$ cat src/rtl/fifo_drain_reader.sv
// Read-side master for the two-bank SPRAM FIFO: credit-limited read pulses,
// response tracking, r_err back-off and a small local queue on a valid/ready stream.
module fifo_drain_reader #(
    parameter int unsigned DW        = 32,
    parameter int unsigned BUF_DEPTH = 4,
    parameter int unsigned RSP_LAT   = 3,
    parameter int unsigned BACKOFF   = 8,
    parameter int unsigned CNT_W     = 16
) (
    input  logic             clk,
    input  logic             rst,
    input  logic             enable,
    output logic             fifo_re,
    input  logic [DW-1:0]    fifo_do,
    input  logic             fifo_read_valid,
    input  logic             fifo_r_err,
    output logic [DW-1:0]    m_data,
    output logic             m_valid,
    input  logic             m_ready,
    output logic             empty_seen,
    output logic             proto_err,
    output logic [CNT_W-1:0] words_out
);

    localparam int unsigned PW = (BUF_DEPTH > 1) ? $clog2(BUF_DEPTH) : 1;
    localparam int unsigned QW = $clog2(BUF_DEPTH + 1);
    localparam int unsigned SW = QW + 1;
    localparam int unsigned IW = $clog2(RSP_LAT + 2);
    localparam int unsigned BW = (BACKOFF > 1) ? $clog2(BACKOFF) : 1;

    typedef enum logic [1:0] {
        S_IDLE    = 2'd0,
        S_ISSUE   = 2'd1,
        S_BACKOFF = 2'd2
    } state_t;

    state_t          state, next_state;
    logic [IW-1:0]   ign_cnt;
    logic [BW-1:0]   bo_cnt;
    logic [QW-1:0]   outstanding;
    logic [QW-1:0]   count;
    logic [PW-1:0]   wr_ptr, rd_ptr;
    logic [DW-1:0]   mem [BUF_DEPTH];

    logic            ign_active, rsp_any, rsp_ok, rsp_err_ok, push, pop, proto_hit;
    logic            credit_ok, re_next;
    logic [SW-1:0]   credit_sum;
    logic [QW-1:0]   cnt_after_pop, count_next;
    logic [PW-1:0]   rd_next;
    logic [DW-1:0]   head_next;

    // Response qualification: ignore window, unmatched responses, r_err priority
    always_comb begin
        ign_active = (ign_cnt != '0);
        rsp_any    = (fifo_read_valid | fifo_r_err) & ~ign_active;
        rsp_ok     = rsp_any & (outstanding != '0);
        rsp_err_ok = rsp_ok & fifo_r_err;
        push       = rsp_ok & fifo_read_valid & ~fifo_r_err;
        proto_hit  = rsp_any & ((outstanding == '0) | (fifo_read_valid & fifo_r_err));
        pop        = m_valid & m_ready;
        // fifo_re is still in flight this cycle, so it consumes a credit too
        credit_sum = SW'(count) + SW'(outstanding) + SW'(fifo_re);
        credit_ok  = (credit_sum < SW'(BUF_DEPTH));
    end

    // Next-state and read-issue decode
    always_comb begin
        next_state = state;
        re_next    = 1'b0;
        case (state)
            S_IDLE:    if (enable) next_state = S_ISSUE;
            S_ISSUE: begin
                if (rsp_err_ok)   next_state = S_BACKOFF;
                else if (!enable) next_state = S_IDLE;
                re_next = enable & credit_ok & ~ign_active & ~rsp_err_ok;
            end
            S_BACKOFF: if (bo_cnt == '0) next_state = enable ? S_ISSUE : S_IDLE;
            default:   next_state = S_IDLE;
        endcase
    end

    // Queue bookkeeping and the next head-of-queue word
    always_comb begin
        cnt_after_pop = count - QW'(pop);
        count_next    = cnt_after_pop + QW'(push);
        rd_next       = rd_ptr + PW'(pop);
        head_next     = m_data;
        if (push && (cnt_after_pop == '0)) head_next = fifo_do;
        else if (cnt_after_pop != '0)      head_next = mem[rd_next];
    end

    always_ff @(posedge clk or negedge rst) begin
        if (!rst) begin
            state       <= S_IDLE;
            ign_cnt     <= IW'(RSP_LAT + 1);
            bo_cnt      <= '0;
            outstanding <= '0;
            count       <= '0;
            wr_ptr      <= '0;
            rd_ptr      <= '0;
            fifo_re     <= 1'b0;
            m_data      <= '0;
            m_valid     <= 1'b0;
            empty_seen  <= 1'b0;
            proto_err   <= 1'b0;
            words_out   <= '0;
        end else begin
            state      <= next_state;
            fifo_re    <= re_next;
            empty_seen <= (next_state == S_BACKOFF);
            if (ign_active) ign_cnt <= ign_cnt - IW'(1);
            if ((state != S_BACKOFF) && (next_state == S_BACKOFF)) bo_cnt <= BW'(BACKOFF - 1);
            else if ((state == S_BACKOFF) && (bo_cnt != '0))       bo_cnt <= bo_cnt - BW'(1);
            if (fifo_re && !rsp_ok)      outstanding <= outstanding + QW'(1);
            else if (!fifo_re && rsp_ok) outstanding <= outstanding - QW'(1);
            if (proto_hit) proto_err <= 1'b1;
            count   <= count_next;
            m_valid <= (count_next != '0);
            m_data  <= head_next;
            if (push) wr_ptr <= wr_ptr + PW'(1);
            rd_ptr <= rd_next;
            if (pop) words_out <= words_out + CNT_W'(1);
        end
    end

    // Queue storage carries no reset; only entries below count are ever read
    always_ff @(posedge clk) begin
        if (push) mem[wr_ptr] <= fifo_do;
    end

endmodule

$ cat config.mk
export PLATFORM = sky130hd
export DESIGN_NAME = fifo_drain_reader
export DESIGN_NICKNAME = d
export VERILOG_FILES = /design/src/rtl/fifo_drain_reader.sv
export SDC_FILE = /design/constraint.sdc
export NUM_CORES = 1
export LEC_CHECK = 0
export ABC_AREA = 0
export CORE_MARGIN = 2
export CORE_UTILIZATION = 50
export CTS_CLUSTER_SIZE = 14
export DETAILED_ROUTE_END_ITERATION = 8
export PLACE_DENSITY = 0.75
export SYNTH_ARGS = -nofsm -noshare
export SYNTH_HDL_FRONTEND = slang
export SYNTH_SLANG_ARGS = --single-unit
export TNS_END_PERCENT = 1
$ cat constraint.sdc
create_clock -name clk -period 2.65 [get_ports clk]
set_clock_uncertainty 0.2 [all_clocks]
set_input_delay 0.6625 -clock clk [delete_from_list [all_inputs] [get_ports clk]]
set_output_delay 0.6625 -clock clk [all_outputs]
set_load 0.01 [all_outputs]
**After elaboration in Yosys (flattened, before gate mapping)**

Memory sizes are Yosys's and may differ from the RTL's.
Index checks and enable logic that the tools add are counted.

- Multiplexer cells: 15
- $add $sub $neg: 11
- Order comparisons: 1
- Bitwise operators: 16
- Reductions and logical operators: 19
- Equal/unequal tests: 4

Operators with widths:

| kind | count |
|---|---|
| two-way mux 32 bit | 2 |
| adder 16 x 1 -> 16 bit (second input constant) | 1 |
| nonzero test 3 bit | 5 |
| two-way mux 3 bit | 4 |
| bitwise AND 1 bit | 11 |
| logical NOT 3 bit | 3 |
| subtractor 3 x 1 -> 3 bit (second input constant) | 3 |
| two-way mux 2 bit | 4 |
| case mux 2 bit (3 select lines) | 1 |
| nonzero test 2 bit | 3 |
| logical AND 1 bit | 5 |
| adder 3 x 3 -> 4 bit | 1 |
| adder 4 x 1 -> 4 bit | 1 |
| == test 2 bit (second input constant) | 2 |
| < comparator 4 x 3 -> 1 bit (second input constant) | 1 |
| two-way mux 1 bit | 4 |
| adder 3 x 1 -> 3 bit | 1 |
| adder 3 x 1 -> 3 bit (second input constant) | 1 |
| NOT 1 bit | 3 |
| subtractor 3 x 1 -> 3 bit | 1 |
| adder 2 x 1 -> 2 bit | 1 |
| adder 2 x 1 -> 2 bit (second input constant) | 1 |
| == test 2 x 1 -> 1 bit (second input constant) | 1 |
| logical NOT 1 bit | 2 |
| 3 further kinds | 4 |

- Register bits: 70
- Memories: 1
- Logic and storage cells: 80
- Bits of input ports: 38
- RAM bits: 128

Memory list:

| name | words | bits a word | read ports | clocked after Yosys merged registers in | wr ports | RTL line | source |
|---|---|---|---|---|---|---|---|
| mem | 4 | 32 | 1 | 0 | 1 | 43 | `logic [DW-1:0] mem [BUF_DEPTH];` |

**Longest topological paths before layout**

Gate-level depths: netlist of run 1.

- Depth after elaboration: 10
- Depth in mapped cells: 11
- Gate-level depth less buffers: 10

**Worst setup path before layout of run 1**

OpenSTA, ideal clock, no wires.

- Kind: reg-to-reg
- Start: register ign_cnt[0]
- End: memory mem[2][0], enable pin
- Stages on the path, launching flop included: 9
- Buffers on the path: 2
- Data arrival time: 2.093 ns
- Period minus slack after synthesis: 2.685 ns
- Slack: -0.035 ns
- Cells stage by stage: dfrtp_1 inv_1 ha_1 nor2b_1 buf_2 nand4b_4 inv_2 buf_6 and2_1

- Longest elaborated chain between the ends: 8

RTL lines:

| what | RTL line | source |
|---|---|---|
| from (decl) | 38 | `logic [IW-1:0] ign_cnt;` |
| from (signal assigned) | 95 | `ign_cnt <= IW'(RSP_LAT + 1);` |
| from (signal assigned) | 111 | `if (ign_active) ign_cnt <= ign_cnt - IW'(1);` |
| nonzero test 3 bit | 54 | `ign_active = (ign_cnt != '0);` |
| NOT 1 bit | 55 | `rsp_any = (fifo_read_valid \| fifo_r_err) & ~ign_active;` |
| bitwise AND 1 bit | 55 |  |
| bitwise AND 1 bit | 56 | `rsp_ok = rsp_any & (outstanding != '0);` |
| bitwise AND 1 bit (2 in series) | 58 | `push = rsp_ok & fifo_read_valid & ~fifo_r_err;` |
| named net push | 45 | `logic ign_active, rsp_any, rsp_ok, rsp_err_ok, push, pop, proto_hit;` |
| two-way mux 1 bit | 128 | `if (push) mem[wr_ptr] <= fifo_do;` |
| two-way mux 1 bit (implied by the code) | 128 |  |
| to (decl) | 43 |  |

The timed path passes the listed nets, and every way through them passes these cells.

**Final worst setup path of run 1**

- Start: input m_ready
- End: register m_data[14]

- Longest elaborated chain between the ends: 5
- Elaborated cells between the ends (all ways): 10
- Those cells by class: add/sub (2); mux (2); bitwise (1); reduce/logical (4); memory (1)

RTL lines:

| what | RTL line | source |
|---|---|---|
| from (decl) | 19 | `input logic m_ready,` |
| bitwise AND 1 bit (*) | 60 | `pop = m_valid & m_ready;` |
| named net pop | 45 |  |
| adder 2 x 1 -> 2 bit or subtractor 3 x 1 -> 3 bit (tied branches) | 86, 84 |  |
| memory (4 x 32 bit) or logical NOT 3 bit (tied branches) | -- |  |
| two-way mux 32 bit or logical AND 1 bit (tied branches) | 89, 88 |  |
| two-way mux 32 bit or nonzero test 2 bit (tied branches) | -- |  |
| to (signal assigned) | 119 | `m_data <= head_next;` |
| to (decl) | 17 | `output logic [DW-1:0] m_data,` |

Mark *: on every way through the listed nets, which the timed path passes. The rest lies on a longest branch. The select of a mux whose other input is x is not followed.
A chain may end at the register's enable or synchronous reset.

==> results.sh, run 1 <==
export IMPL_grt_pass1_vias=4778
export IMPL_synth_fp_nets=560
export IMPL_synth_ff_type="edfxtp_1"
export IMPL_dieArea_um2=17300
export IMPL_max_cap_violations=0
export IMPL_worstRegToRegCells=8
export IMPL_synth_edf_count=128
export IMPL_critical_path_peak_fanout=30
export IMPL_cts_root_buf="clkbuf_16"
export IMPL_required_ns=2.78
export IMPL_area_growth_pct=24.3
export IMPL_reg2reg_from="ign_cnt[0]"
export IMPL_core_um2=15900
export IMPL_critical_path_class="in2reg"
export IMPL_synth_cell_types=44
export IMPL_clkLatencyLatePin_ns=0.43
export IMPL_synthesis_area_um2=8140
export IMPL_max_slew_worst_pin_slew_ns=0.500
export IMPL_die_w_um=132
export IMPL_layout_common_cells="edfxtp_1, clkdlybuf4s50_1, nand2_1, dfrtp_1, nor2_1"
export IMPL_routed_via_density=5.48
export IMPL_drv_slew=0
export IMPL_cp_num_buf_inv=3
export IMPL_violations="negative hold slack"
export IMPL_finalCritPeriodShare_pct=94.9
export IMPL_fin_util_pct=63.7
export IMPL_synth_yosys_seq_area_share_pct=68.8
export IMPL_worst_hold_slack_ns=-0.00215
export IMPL_cts_clk_slew_worst_paths_ns=0.07
export IMPL_setup_viol=0
export IMPL_yosys_top_cells_area="edfxtp_1, dfrtp_1, mux4_1"
export IMPL_rsz0062_at_grt="no"
export IMPL_max_stage_delay_ns=0.46
export IMPL_cts_htree_levels=4
export IMPL_drive_gt1_share_pct=14.0
export IMPL_critical_path_arrival_ns=2.65
export IMPL_total_power_mw=11.2
export IMPL_num_vias=4637
export IMPL_syn_instance_count=503
export IMPL_drc=0
export IMPL_die_h_um=132
export IMPL_totalWireLength_um=16300
export IMPL_detail_route_antenna_nets=0
export IMPL_grtUsageTotal_pct=20.0
export IMPL_cts_tree="yes"
export IMPL_crit_slowest_cell="clkdlybuf4s50_1"
export IMPL_drtPass1Iterations=5
export IMPL_gp_congestion=0.737
export IMPL_antenna_found_initial=0
export IMPL_diodes=0
export IMPL_overflow=0
export IMPL_cts_buffers=17
export IMPL_tns_ns=0
export IMPL_cp_common_cell="ha_1"
export IMPL_yosysWarningCount=0
export IMPL_p_leak_nw=3.87
export IMPL_start_util_pct=51.2
export IMPL_hold_viol_final=4
export IMPL_ys_seq_elements=198
export IMPL_synth_top_area_share_pct=47.2
export IMPL_port_buffers=89
export IMPL_design_area_um2=10100
export IMPL_dp_hpwl_um=10100
export IMPL_hold_path_class="in2async"
export IMPL_start_kind="input port"
export IMPL_fin_nets=674
export IMPL_relSlewSlack_pct=66.6
export IMPL_drtIter0Drc=319
export IMPL_grt_pass1_wl_um=26400
export IMPL_grt_max_degree=38
export IMPL_io_pins=90
export IMPL_ir_drop_v=0.000783
export IMPL_startpoint="m_ready"
export IMPL_rows=46
export IMPL_crit_path_end_kind="register"
export IMPL_p_per_area_nw_per_um2=1110
export IMPL_post_route_min_period_ns=2.52
export IMPL_r2r_setup_slack_ns=0.16
export IMPL_final_common_cell="edfxtp_1"
export IMPL_async_reset_ff_share_pct=35.4
export IMPL_syn_avg_cell_area_um2=16.2
export IMPL_crit_family="buffers and inverters"
export IMPL_regToRegEndpoint="outstanding[1]"
export IMPL_status="finished, violations left"
export IMPL_fmax_mhz=397
export IMPL_path_cells="clkdlybuf4s50_1 > nand2_1 > inv_1 > ha_1 > ha_1 > xnor2_1 > and3_4 > buf_12 > nor2_1 > a31oi_1"
export IMPL_placed_area_um2=9450
export IMPL_clk_path_buf_depth=2
export IMPL_synth_area_leader_cell="edfxtp_1"
export IMPL_clock_sinks=198
export IMPL_routedWlPerCell_um=19.2
-- per-stage QoR --
| step | instances | worst slack (ns) |
|---|---|---|
| 6_report | 846 | 0.134 |
| 5_1_grt | 846 | 0.00262 |
| 4_1_cts | 845 | 0.0949 |
| 3_5_place_dp | 813 | -0.339 |
| 3_3_place_gp | 813 | -0.265 |
| 2_1_floorplan | 503 | -0.0349 |
-- Yosys cell counts (2+ instances only) --
cell type	instances
and2_1	4
nand3_1	2
nor2_1	40
buf_4	3
o211ai_1	2
nand2b_1	2
mux4_1	24
mux4_2	8
a31oi_2	5
nor2b_1	3
xnor2_1	16
and3_1	4
a21oi_1	2
nand2_1	78
a31oi_1	27
nand4_1	5
edfxtp_1	128
a21o_1	2
ha_1	18
xor2_1	8
buf_6	13
and4_1	2
buf_2	4
inv_1	13
mux2_2	3
dfrtp_1	69
-- repair_timing --
action / CTS / global route
hold buffers: 0 / 0
resized for setup: 0 / 2
setup buffers: 0 / 0
endpoints found under the setup margin: 0 / 1
-- layout make-up --
class	count	area, µm²
Clock buffer	18	439
Clock inverter	14	188
Fill cell	1163	5770
Inverter	14	52.6
Multi-Input combinational cell	269	2320
Sequential cell	198	5600
Tap cell	216	270
Timing Repair Buffer	117	1250
-- cell families after synthesis --
kind of cell    Yosys count  synth area share [%]
buf+inv                  36                  3.18
fa+ha+maj                20                  3.14
simple gates            148                  8.18
xor+xnor                 25                  2.78
compound gates           41                  3.58
mux                      35                  10.4
flops                   198                  68.8
-- report_power, final --
group | switching, mW | leakage [nW] | internal, mW | total [mW]
combinational | 1.94 | 1.56 | 2.21 | 4.15
clock | 1.17 | 0.310 | 1.54 | 2.71
sequential | 0.403 | 2.00 | 3.98 | 4.38
-- worst reg2reg max path: stages (launching register included) --
cell and delay, ns:
dfrtp_1 0.40, inv_1 0.09, ha_1 0.18, nor2b_1 0.37, o211ai_1 0.16, ha_1 0.23, inv_1 0.07, fa_1 0.40
mux2_2 0.27
-- routing by layer --
layer | share of wire [%] | GRT usage [%]
met5 | 0 | 0
met3 | 4.9 | 5.40
met2 | 51 | 33.5
met1 | 42 | 25.3
met4 | 1.5 | 6.52
-- sequential cells by signal, indices dropped and copies added (netlist names) --
signal and count:
m_valid 1, bo_cnt 3, words_out 16, state 2, count 3, ign_cnt 3, wr_ptr 2, empty_seen 1
proto_err 1, m_data 32, fifo_re 1, rd_ptr 2, mem 128, outstanding 3
-- worst max path at each step --
stage,to,slack (ns),depth (start not counted)
finish,m_data[14],0.13,10
global route,outstanding[1],0.003,8
CTS,m_data[19],0.09,8
detailed placement,m_data[28],-0.34,8
global placement,m_data[24],-0.26,8
floorplan,mem[3][0],-0.03,8
Note: power is estimated with default switching activity, not from simulation.
==> inputs of run 2 (changes only) <==
CORE_MARGIN = unset   (was 2)
MAX_ROUTING_LAYER = met4   (was unset)
==> run 2 against run 1 <==
- the flow now finishes without violations
- worst setup slack lost 0.012 ns
- design area shrank 1.0%
- first-iteration DRC count down 6.3%
- die area fell by 3.0%
- maximum frequency down 0.46%
- global-route usage is 0.74 points higher
- count of clock-buffer cells in the layout grew 1
- register-to-register slack better by 0.12 ns
- power decreased by 3.8%
- critical path type unchanged
- highest routed layer unchanged
==> results.sh, run 2 (synthesis results as in run 1) <==
export IMPL_die_h_um=130
export IMPL_cts_root_buf="clkbuf_16"
export IMPL_r2r_setup_slack_ns=0.28
export IMPL_tns_ns=0
export IMPL_routedWlPerCell_um=18.4
export IMPL_clkLatencyLatePin_ns=0.43
export IMPL_diodes=0
export IMPL_area_growth_pct=23.0
export IMPL_grt_max_degree=44
export IMPL_post_cts_buffers=0
export IMPL_critical_path_arrival_ns=2.62
export IMPL_regToRegEndpoint="outstanding[2]"
export IMPL_largest_reg_flops=128
export IMPL_post_route_min_period_ns=2.53
export IMPL_core_um2=15900
export IMPL_switching_share_pct=31.3
export IMPL_top_register="mem"
export IMPL_nFillCells=1160
export IMPL_die_w_um=130
export IMPL_drc=0
export IMPL_fin_util_pct=63.0
export IMPL_overflow=0
export IMPL_netSwitchingPower_mw=3.39
export IMPL_critical_path_peak_fanout=15
export IMPL_drtIter0Drc=299
export IMPL_grt_pass1_vias=4765
export IMPL_rsz0062_at_grt="no"
export IMPL_drv_slew=0
export IMPL_cts_htree_levels=4
export IMPL_cts_tree="yes"
export IMPL_grtUsageTotal_pct=20.7
export IMPL_intPower_mw=7.43
export IMPL_setup_viol=0
export IMPL_fin_nets=670
export IMPL_power_frac_clock_pct=22.4
export IMPL_required_ns=2.75
export IMPL_dp_hpwl_um=9910
export IMPL_total_power_mw=10.8
export IMPL_port_buffers=89
export IMPL_hold_viol_final=0
export IMPL_antenna_found_initial=0
export IMPL_cts_buffers=17
export IMPL_layout_cells_non_filler=842
export IMPL_relSlewSlack_pct=59.2
export IMPL_num_vias=4504
export IMPL_cts_resized=0
export IMPL_top_regs="mem: 128 flops, m_data: 32 flops, words_out: 16 flops"
export IMPL_postCtsHoldBufs=0
export IMPL_start_kind="input port"
export IMPL_final_common_cell="edfxtp_1"
export IMPL_combPwrFrac_pct=37.2
export IMPL_hold_path_class="in2async"
export IMPL_ir_drop_v=0.000633
export IMPL_rows=46
export IMPL_layout_common_cells="edfxtp_1, clkdlybuf4s50_1, nand2_1, dfrtp_1, nor2_1"
export IMPL_grt_pass1_wl_um=24800
export IMPL_crit_path_end_kind="register"
export IMPL_p_leak_nw=3.81
export IMPL_finalCritPeriodShare_pct=95.4
export IMPL_totalWireLength_um=15500
export IMPL_startpoint="m_ready"
export IMPL_io_pins=90
export IMPL_clock_sinks=198
export IMPL_dieArea_um2=16800
export IMPL_drtPass1Iterations=6
export IMPL_fmax_mhz=396
export IMPL_reg2reg_from="outstanding[0]"
export IMPL_p_per_area_nw_per_um2=1080
export IMPL_worstRegToRegCells=8
export IMPL_clk_path_buf_depth=2
export IMPL_gp_congestion=0.734
export IMPL_placedCellCount=810
export IMPL_max_slew_worst_pin_slew_ns=0.612
export IMPL_detail_route_antenna_nets=0
export IMPL_p_seq_share_pct=40.3
export IMPL_routed_via_density=5.35
export IMPL_drive_gt1_share_pct=12.9
export IMPL_cts_clk_slew_worst_paths_ns=0.07
export IMPL_start_util_pct=51.2
export IMPL_critical_path_class="in2reg"
export IMPL_max_cap_violations=0
export IMPL_status="finished, final reports clean"
-- run 2: cell types whose count changed in the layout (fill, tap and decap cells not counted), moves of 2 or more --
| cell | change |
|---|---|
| clkinv_1 | +2 |
| bufinv_16 | -2 |
| clkbuf_1 | +2 |
| buf_12 | +2 |
| buf_4 | -5 |
-- run 2: worst max-delay path, cell delays in order --
cell	delay (ns)
clkdlybuf4s50_1	0.44
nand2_1	0.09
inv_1	0.07
ha_2	0.41
buf_12	0.19
mux4_1	0.55
nor2_1	0.14
a31oi_1	0.06
-- run 2: power by group through the flow --
stage | combinational [mW] | clock [mW] | sequential [mW]
6_report | 4.03 | 2.43 | 4.36
5_1_grt | 4.44 | 2.59 | 4.43
4_1_cts | 4.09 | 2.47 | 4.36
3_5_place_dp | 4.07 | 0 | 4.41
3_3_place_gp | 3.89 | 0 | 4.39
2_1_floorplan | 2.46 | 0 | 4.47
-- run 2: layer usage --
layer,GRT usage (%),share of wire (%)
met1,25.5,43
met4,6.91,0.49
met5,-,0
met3,5.57,5.8
met2,33.2,51
-- run 2: through the flow --
step,setup slack [ns],hold slack (ns),area [µm²]
2_1_floorplan,-0.0349,0.167,8140
3_3_place_gp,-0.279,0.240,9450
3_5_place_dp,-0.333,0.261,9450
4_1_cts,0.124,0.0614,10000
5_1_grt,0.0282,0.0822,10000
6_report,0.123,0.0460,10000
-- run 2: layout make-up --
class,count,area (µm²),share of cell area (%)
Timing Repair Buffer,113,1230,12.3
Sequential cell,198,5600,55.9
Clock buffer,19,433,4.32
Multi-Input combinational cell,269,2310,23.0
Tap cell,216,270,2.70
Inverter,14,52.6,0.525
Clock inverter,13,123,1.22
-- run 2: worst max-delay path by stage --
stage | endpoint | slack [ns] | depth (start not counted)
3_5_place_dp | m_data[13] | -0.33 | 10
6_report | m_data[16] | 0.12 | 8
2_1_floorplan | mem[3][0] | -0.03 | 8
5_1_grt | m_data[13] | 0.03 | 10
4_1_cts | m_data[13] | 0.12 | 10
3_3_place_gp | m_data[21] | -0.28 | 8
